$ cat src/rtl/pipe_idex_ctl.sv
// rtl/pipe_idex_ctl.sv - ID/EX pipeline register with hold, flush, load-use bubbles and bubble counter
module pipe_idex_ctl #(
    parameter int DATA_W  = 32,
    parameter int REG_AW  = 5,
    parameter int ALUOP_W = 4,
    parameter int CNT_W   = 16
) (
    input  logic               CLK,
    input  logic               CLR_N,
    input  logic               STALL,
    input  logic               FLUSH,
    input  logic               VALID_D,
    input  logic               RFWE_D,
    input  logic               RFDSEL_D,
    input  logic               DMWE_D,
    input  logic               MTORF_D,
    input  logic               ALUSEL_D,
    input  logic [ALUOP_W-1:0] ALUOP_D,
    input  logic [REG_AW-1:0]  RS_D,
    input  logic [REG_AW-1:0]  RT_D,
    input  logic [REG_AW-1:0]  RD_D,
    input  logic [DATA_W-1:0]  SIMM_D,
    input  logic [DATA_W-1:0]  RFD1_D,
    input  logic [DATA_W-1:0]  RFD2_D,
    output logic               VALID_E,
    output logic               RFWE_E,
    output logic               RFDSEL_E,
    output logic               DMWE_E,
    output logic               MTORF_E,
    output logic               ALUSEL_E,
    output logic [ALUOP_W-1:0] ALUOP_E,
    output logic [REG_AW-1:0]  RS_E,
    output logic [REG_AW-1:0]  RT_E,
    output logic [REG_AW-1:0]  RD_E,
    output logic [DATA_W-1:0]  SIMM_E,
    output logic [DATA_W-1:0]  RFD1_E,
    output logic [DATA_W-1:0]  RFD2_E,
    output logic               LU_HAZ,
    output logic [CNT_W-1:0]   BUBBLE_CNT
);

    typedef enum logic [1:0] {
        ACT_LOAD   = 2'd0,
        ACT_HOLD   = 2'd1,
        ACT_BUBBLE = 2'd2
    } action_t;

    action_t action;
    logic    rt_e_nonzero;
    logic    rt_e_match;

    // A load in EX whose destination is read by the decode instruction needs one bubble.
    assign rt_e_nonzero = (RT_E != '0);
    assign rt_e_match   = (RT_E == RS_D) || (RT_E == RT_D);
    assign LU_HAZ       = VALID_E & MTORF_E & VALID_D & rt_e_nonzero & rt_e_match;

    always_comb begin
        action = ACT_LOAD;
        if (STALL) begin
            action = ACT_HOLD;
        end else if (FLUSH || LU_HAZ) begin
            action = ACT_BUBBLE;
        end
    end

    always_ff @(posedge CLK or negedge CLR_N) begin
        if (!CLR_N) begin
            VALID_E  <= 1'b0;
            RFWE_E   <= 1'b0;
            RFDSEL_E <= 1'b0;
            DMWE_E   <= 1'b0;
            MTORF_E  <= 1'b0;
            ALUSEL_E <= 1'b0;
            ALUOP_E  <= '0;
            RS_E     <= '0;
            RT_E     <= '0;
            RD_E     <= '0;
            SIMM_E   <= '0;
            RFD1_E   <= '0;
            RFD2_E   <= '0;
        end else begin
            case (action)
                ACT_BUBBLE: begin
                    VALID_E  <= 1'b0;
                    RFWE_E   <= 1'b0;
                    RFDSEL_E <= 1'b0;
                    DMWE_E   <= 1'b0;
                    MTORF_E  <= 1'b0;
                    ALUSEL_E <= 1'b0;
                    ALUOP_E  <= '0;
                    RS_E     <= '0;
                    RT_E     <= '0;
                    RD_E     <= '0;
                    SIMM_E   <= '0;
                    RFD1_E   <= '0;
                    RFD2_E   <= '0;
                end
                ACT_LOAD: begin
                    VALID_E  <= VALID_D;
                    // Write enables are gated so an invalid slot can never commit state.
                    RFWE_E   <= RFWE_D & VALID_D;
                    RFDSEL_E <= RFDSEL_D;
                    DMWE_E   <= DMWE_D & VALID_D;
                    MTORF_E  <= MTORF_D;
                    ALUSEL_E <= ALUSEL_D;
                    ALUOP_E  <= ALUOP_D;
                    RS_E     <= RS_D;
                    RT_E     <= RT_D;
                    RD_E     <= RD_D;
                    SIMM_E   <= SIMM_D;
                    RFD1_E   <= RFD1_D;
                    RFD2_E   <= RFD2_D;
                end
                default: begin
                end
            endcase
        end
    end

    always_ff @(posedge CLK or negedge CLR_N) begin
        if (!CLR_N) begin
            BUBBLE_CNT <= '0;
        end else if ((action == ACT_BUBBLE) && !(&BUBBLE_CNT)) begin
            BUBBLE_CNT <= BUBBLE_CNT + 1'b1;
        end
    end

endmodule

$ cat config.mk
export PLATFORM = sky130hd
export DESIGN_NAME = pipe_idex_ctl
export DESIGN_NICKNAME = d
export VERILOG_FILES = /design/src/rtl/pipe_idex_ctl.sv
export SDC_FILE = /design/constraint.sdc
export NUM_CORES = 1
export LEC_CHECK = 0
export ABC_AREA = 1
export BUFFER_PORTS_ARGS = -buffer_cell sky130_fd_sc_hd__buf_2
export CAP_MARGIN = 20
export CORE_UTILIZATION = 45
export CTS_BUF_LIST = sky130_fd_sc_hd__clkbuf_2
export DETAILED_ROUTE_END_ITERATION = 8
export PLACE_DENSITY = 0.81
export SLEW_MARGIN = 10
export SYNTH_ARGS = -nofsm -noshare
export SYNTH_HDL_FRONTEND = slang
export SYNTH_SLANG_ARGS = --single-unit
export TNS_END_PERCENT = 5
$ cat constraint.sdc
create_clock -name CLK -period 1.5 [get_ports CLK]
set_input_delay 0.075 -clock CLK [delete_from_list [all_inputs] [get_ports CLK]]
set_output_delay 0.075 -clock CLK [all_outputs]
set_load 0.005 [all_outputs]
==> impl_summary.log <==
INFO  metric utilization = 0.7434
INFO  metric clk_latency = around 0.7 ns
INFO  metric tritoncts = yes
INFO  metric crit_path_max_fanout = 6
INFO  metric numCtsBuffers = 17
INFO  metric post-route-drc-count = 0
INFO  metric worstPathCellList = nor2_2 -> nor2_2 -> nor2_1 -> nand3_1 -> nand2_1 -> nand2_2 -> inv_2 -> buf_6
INFO  metric p_per_area = ~860 nW/um^2
INFO  metric minimum_clock_period_after_layout = ~2.0 ns
INFO  metric finalWeightedCongestion = approximately 0.9
INFO  metric design.core.area = 13450 um^2
INFO  metric syn-instance-count = 689
INFO  metric die_area = 14500 um^2
INFO  metric vias_per_cell = 5.008
INFO  metric fmax = 506.9 MHz
INFO  metric cp_num_buf_inv = 2
INFO  metric clockBufferDepth = 2
INFO  metric netlist-cell-type-count = 27
INFO  metric num-nets-final = between 1000 and 1500
INFO  metric worst_path_most_repeated_cell = nor2_2
INFO  metric tightest_slew = 0.4682 ns
INFO  metric antenna_found_initial = 1
INFO  metric busiest_layer = met2
INFO  metric worst_rel_slew_slack = 0.6878
INFO  metric total_leakage_power = 5.577 nW
INFO  metric grt.overflow.total = 0
INFO  metric dpl.hpwl = ~12000 um
INFO  metric yosys_warnings = 0
INFO  metric report.final.hold_viol_count = 0
INFO  metric grt_first_pass_wirelength = 33050 um
INFO  metric floorplan.die.width = about 120 um
INFO  metric postSynthAreaPerCell = 9.162 um^2
INFO  metric global_routing_usage_on_met1 = 0.3239
INFO  metric end_kind = primary output
INFO  metric io_buffer_count = 262
INFO  metric cts-htree-levels = 4
INFO  metric detail_route.wl_per_cell = 16.30 um
INFO  metric floorplan.initialDensity = 0.4692
INFO  metric die_h = ~120 um
INFO  metric number_of_sinks_handled_by_clock_tree_synthesis = around 140
INFO  metric critical_path_class = flop to primary output
INFO  metric synth-seq-area-share = 0.5431
INFO  metric finalSetupViolations = 138
INFO  metric worst_ep_arrival_time = around 1.9 ns
INFO  metric clock-skew-final = 0.02676 ns
INFO  metric mostFrequentLayoutCells = buf_2, nand2_1, dfrtp_1
INFO  metric grt.met2_usage = 0.5338
INFO  metric postSynthNetCount = just over 800
INFO  metric routed_wirelength = 21310 um
INFO  metric cpMaxStageDelayCell = dfrtp_2
INFO  metric layout_worst_path_cycle_share = 1.315
INFO  metric finalWorstSetupSlack = -0.4728 ns
INFO  metric mostFrequentLayoutCell = buf_2
INFO  metric track_usage = 0.2974
INFO  metric critical_path.reg2reg.startpoint = RT_E[1]
INFO  metric rsz0062_at_grt = true
INFO  metric syn-cell-area = 6312 um^2
INFO  metric vdd.ir_drop.worst = 0.4773 mV
INFO  metric dp_slack = -0.1969 ns
INFO  metric grt_max_degree = 91
INFO  metric synth_seq_cells = 137
INFO  metric status = finished with violations
INFO  metric drt_iter0_markers = 517
INFO  metric slew_violations = 0
INFO  metric crit_start = RT_E[0]
INFO  metric worst_path_dominant_cell_family = simple AND/OR/NAND/NOR gates
INFO  metric vias = 6546
INFO  metric row_count = 42
INFO  metric ctsRootBufferMaster = clkbuf_2
INFO  metric io-pin-count = 263
INFO  metric cts.clk_slew.worst_paths = ~0.21 ns
INFO  metric crit_path_max_incr_delay = 0.51 ns
INFO  metric route.antenna.remaining_nets = 0
INFO  metric worstHoldPathType = primary input to flop
INFO  metric grt_use_met3 = 0.07783
INFO  metric post_route_cells_drive_above_1_share = 0.4097
INFO  metric nFillCells = 841
INFO  metric maxCapViolCount = 0
INFO  metric worst_hold_start = RD_D[1]
INFO  metric cp-start-kind = flop
INFO  metric areaGrowthSynthToFinish = 58.43%
INFO  metric violations = setup timing
INFO  metric grt_pass1_vias = 6731
INFO  metric worstPathRequired = around 1.4 ns
INFO  metric dr.pass1.iters = 8
-- sequential cells by signal, indices dropped and copies added (netlist names) --
| name | flops |
|---|---|
| VALID_E | 1 |
| RFD2_E | 32 |
| ALUSEL_E | 1 |
| DMWE_E | 1 |
| RS_E | 5 |
| ALUOP_E | 4 |
| RFD1_E | 32 |
| RFDSEL_E | 1 |
| RFWE_E | 1 |
| RD_E | 5 |
| BUBBLE_CNT | 16 |
| SIMM_E | 32 |
| RT_E | 5 |
| MTORF_E | 1 |
-- where the power goes --
part / switching [W] / internal, W
registers: 0.000203 / 0.00399
logic: 0.000948 / 0.00106
clock network: 0.00136 / 0.00107
-- per-layer routing --
metal | part of all wire | up-vias | wire length, um
met5 | 0 | - | 0
met3 | 0.078 | 64 | 1656
met1 | 0.37 | 3140 | 7793
li1 | - | 2991 | -
met2 | 0.52 | 351 | 11130
met4 | 0.034 | 0 | 729
-- stage by stage --
stage	area [um^2]	TNS [ns]	power [W]	hold slack, ns	std cells
final	10000	-38.23	0.008633	0.1350	1307
after CTS	9937	-21.68	0.008549	0.06198	1303
after global routing	10000	-47.88	0.009047	0.05532	1307
after detailed placement	8073	-4.131	0.005726	0.04415	1137
after floorplan	6312	0	0.004895	-0.2206	689
after global placement	8073	-1.946	0.005675	0.04285	1137
-- cell usage after synthesis, drive strengths merged --
| master | n | share of area |
|---|---|---|
| buf | 17 | 0.025 |
| o22ai | 5 | 0.0099 |
| dfrtp | 137 | 0.54 |
| inv | 138 | 0.082 |
| clkbuf | 14 | 0.0083 |
| nand3 | 14 | 0.016 |
| nor3 | 4 | 0.0040 |
| o21ai | 116 | 0.14 |
| nor2 | 18 | 0.012 |
| ha | 1 | 0.0020 |
| xor2 | 8 | 0.011 |
| nand4 | 21 | 0.022 |
| nand2 | 190 | 0.11 |
| xnor2 | 5 | 0.0069 |
| clkinv | 1 | 0.00059 |
-- logic make-up after synthesis --
kind of cell,count (synthesis),synth area share
adder cells (fa/ha/maj),1,0.001982
AO/OA/AOI/OAI,121,0.1524
flip-flops,137,0.5431
buffers and inverters,170,0.1164
AND/OR/NAND/NOR,247,0.1681
XOR/XNOR,13,0.01804
-- final cells by class --
cell class,count,area [um^2],area share
Sequential cell,137,3431,0.3431
Timing Repair Buffer,439,3341,0.3340
Multi-Input combinational cell,383,2217,0.2217
Inverter,139,521.8,0.05217
Tap cell,176,220.2,0.02202
Clock inverter,15,182.7,0.01827
Clock buffer,17,85.08,0.008507
Antenna cell,1,2.502,0.0002502
-- path summary, 6_finish.rpt --
| kind | endpoint | slack, ns | cells after the start |
|---|---|---|---|
| min in group asynchronous | RFD2_E[4] | 0.39 | 3 |
| hold / removal | RD_E[1] | 0.13 | 4 |
| setup reg to reg | RD_E[3] | -0.45 | 12 |
| hold reg to reg | RFD2_E[10] | 0.50 | 2 |
| setup / recovery | LU_HAZ | -0.47 | 8 |
| max in group asynchronous | RFD1_E[2] | 0.51 | 4 |
-- worst reg2reg max path: stages (launching register included) --
cell and delay [ns]:
dfrtp_2 0.49, inv_2 0.08, nand2_1 0.07, nand2_2 0.09, nor2_1 0.05, nand3_1 0.06, nand2_1 0.07, nand2_2 0.09
buf_4 0.16, nand3_4 0.15, buf_4 0.20, bufbuf_16 0.27, o21ai_2 0.11
-- repair_timing --
action                                  CTS  global route
hold endpoints to repair                266             0
gates resized for setup                  38            29
setup buffers                             1             3
hold buffers                            126             0
cloned                                    7             0
endpoints found under the setup margin  148           150
pin swaps                                 5             5
(Power assumes the default switching activity.)
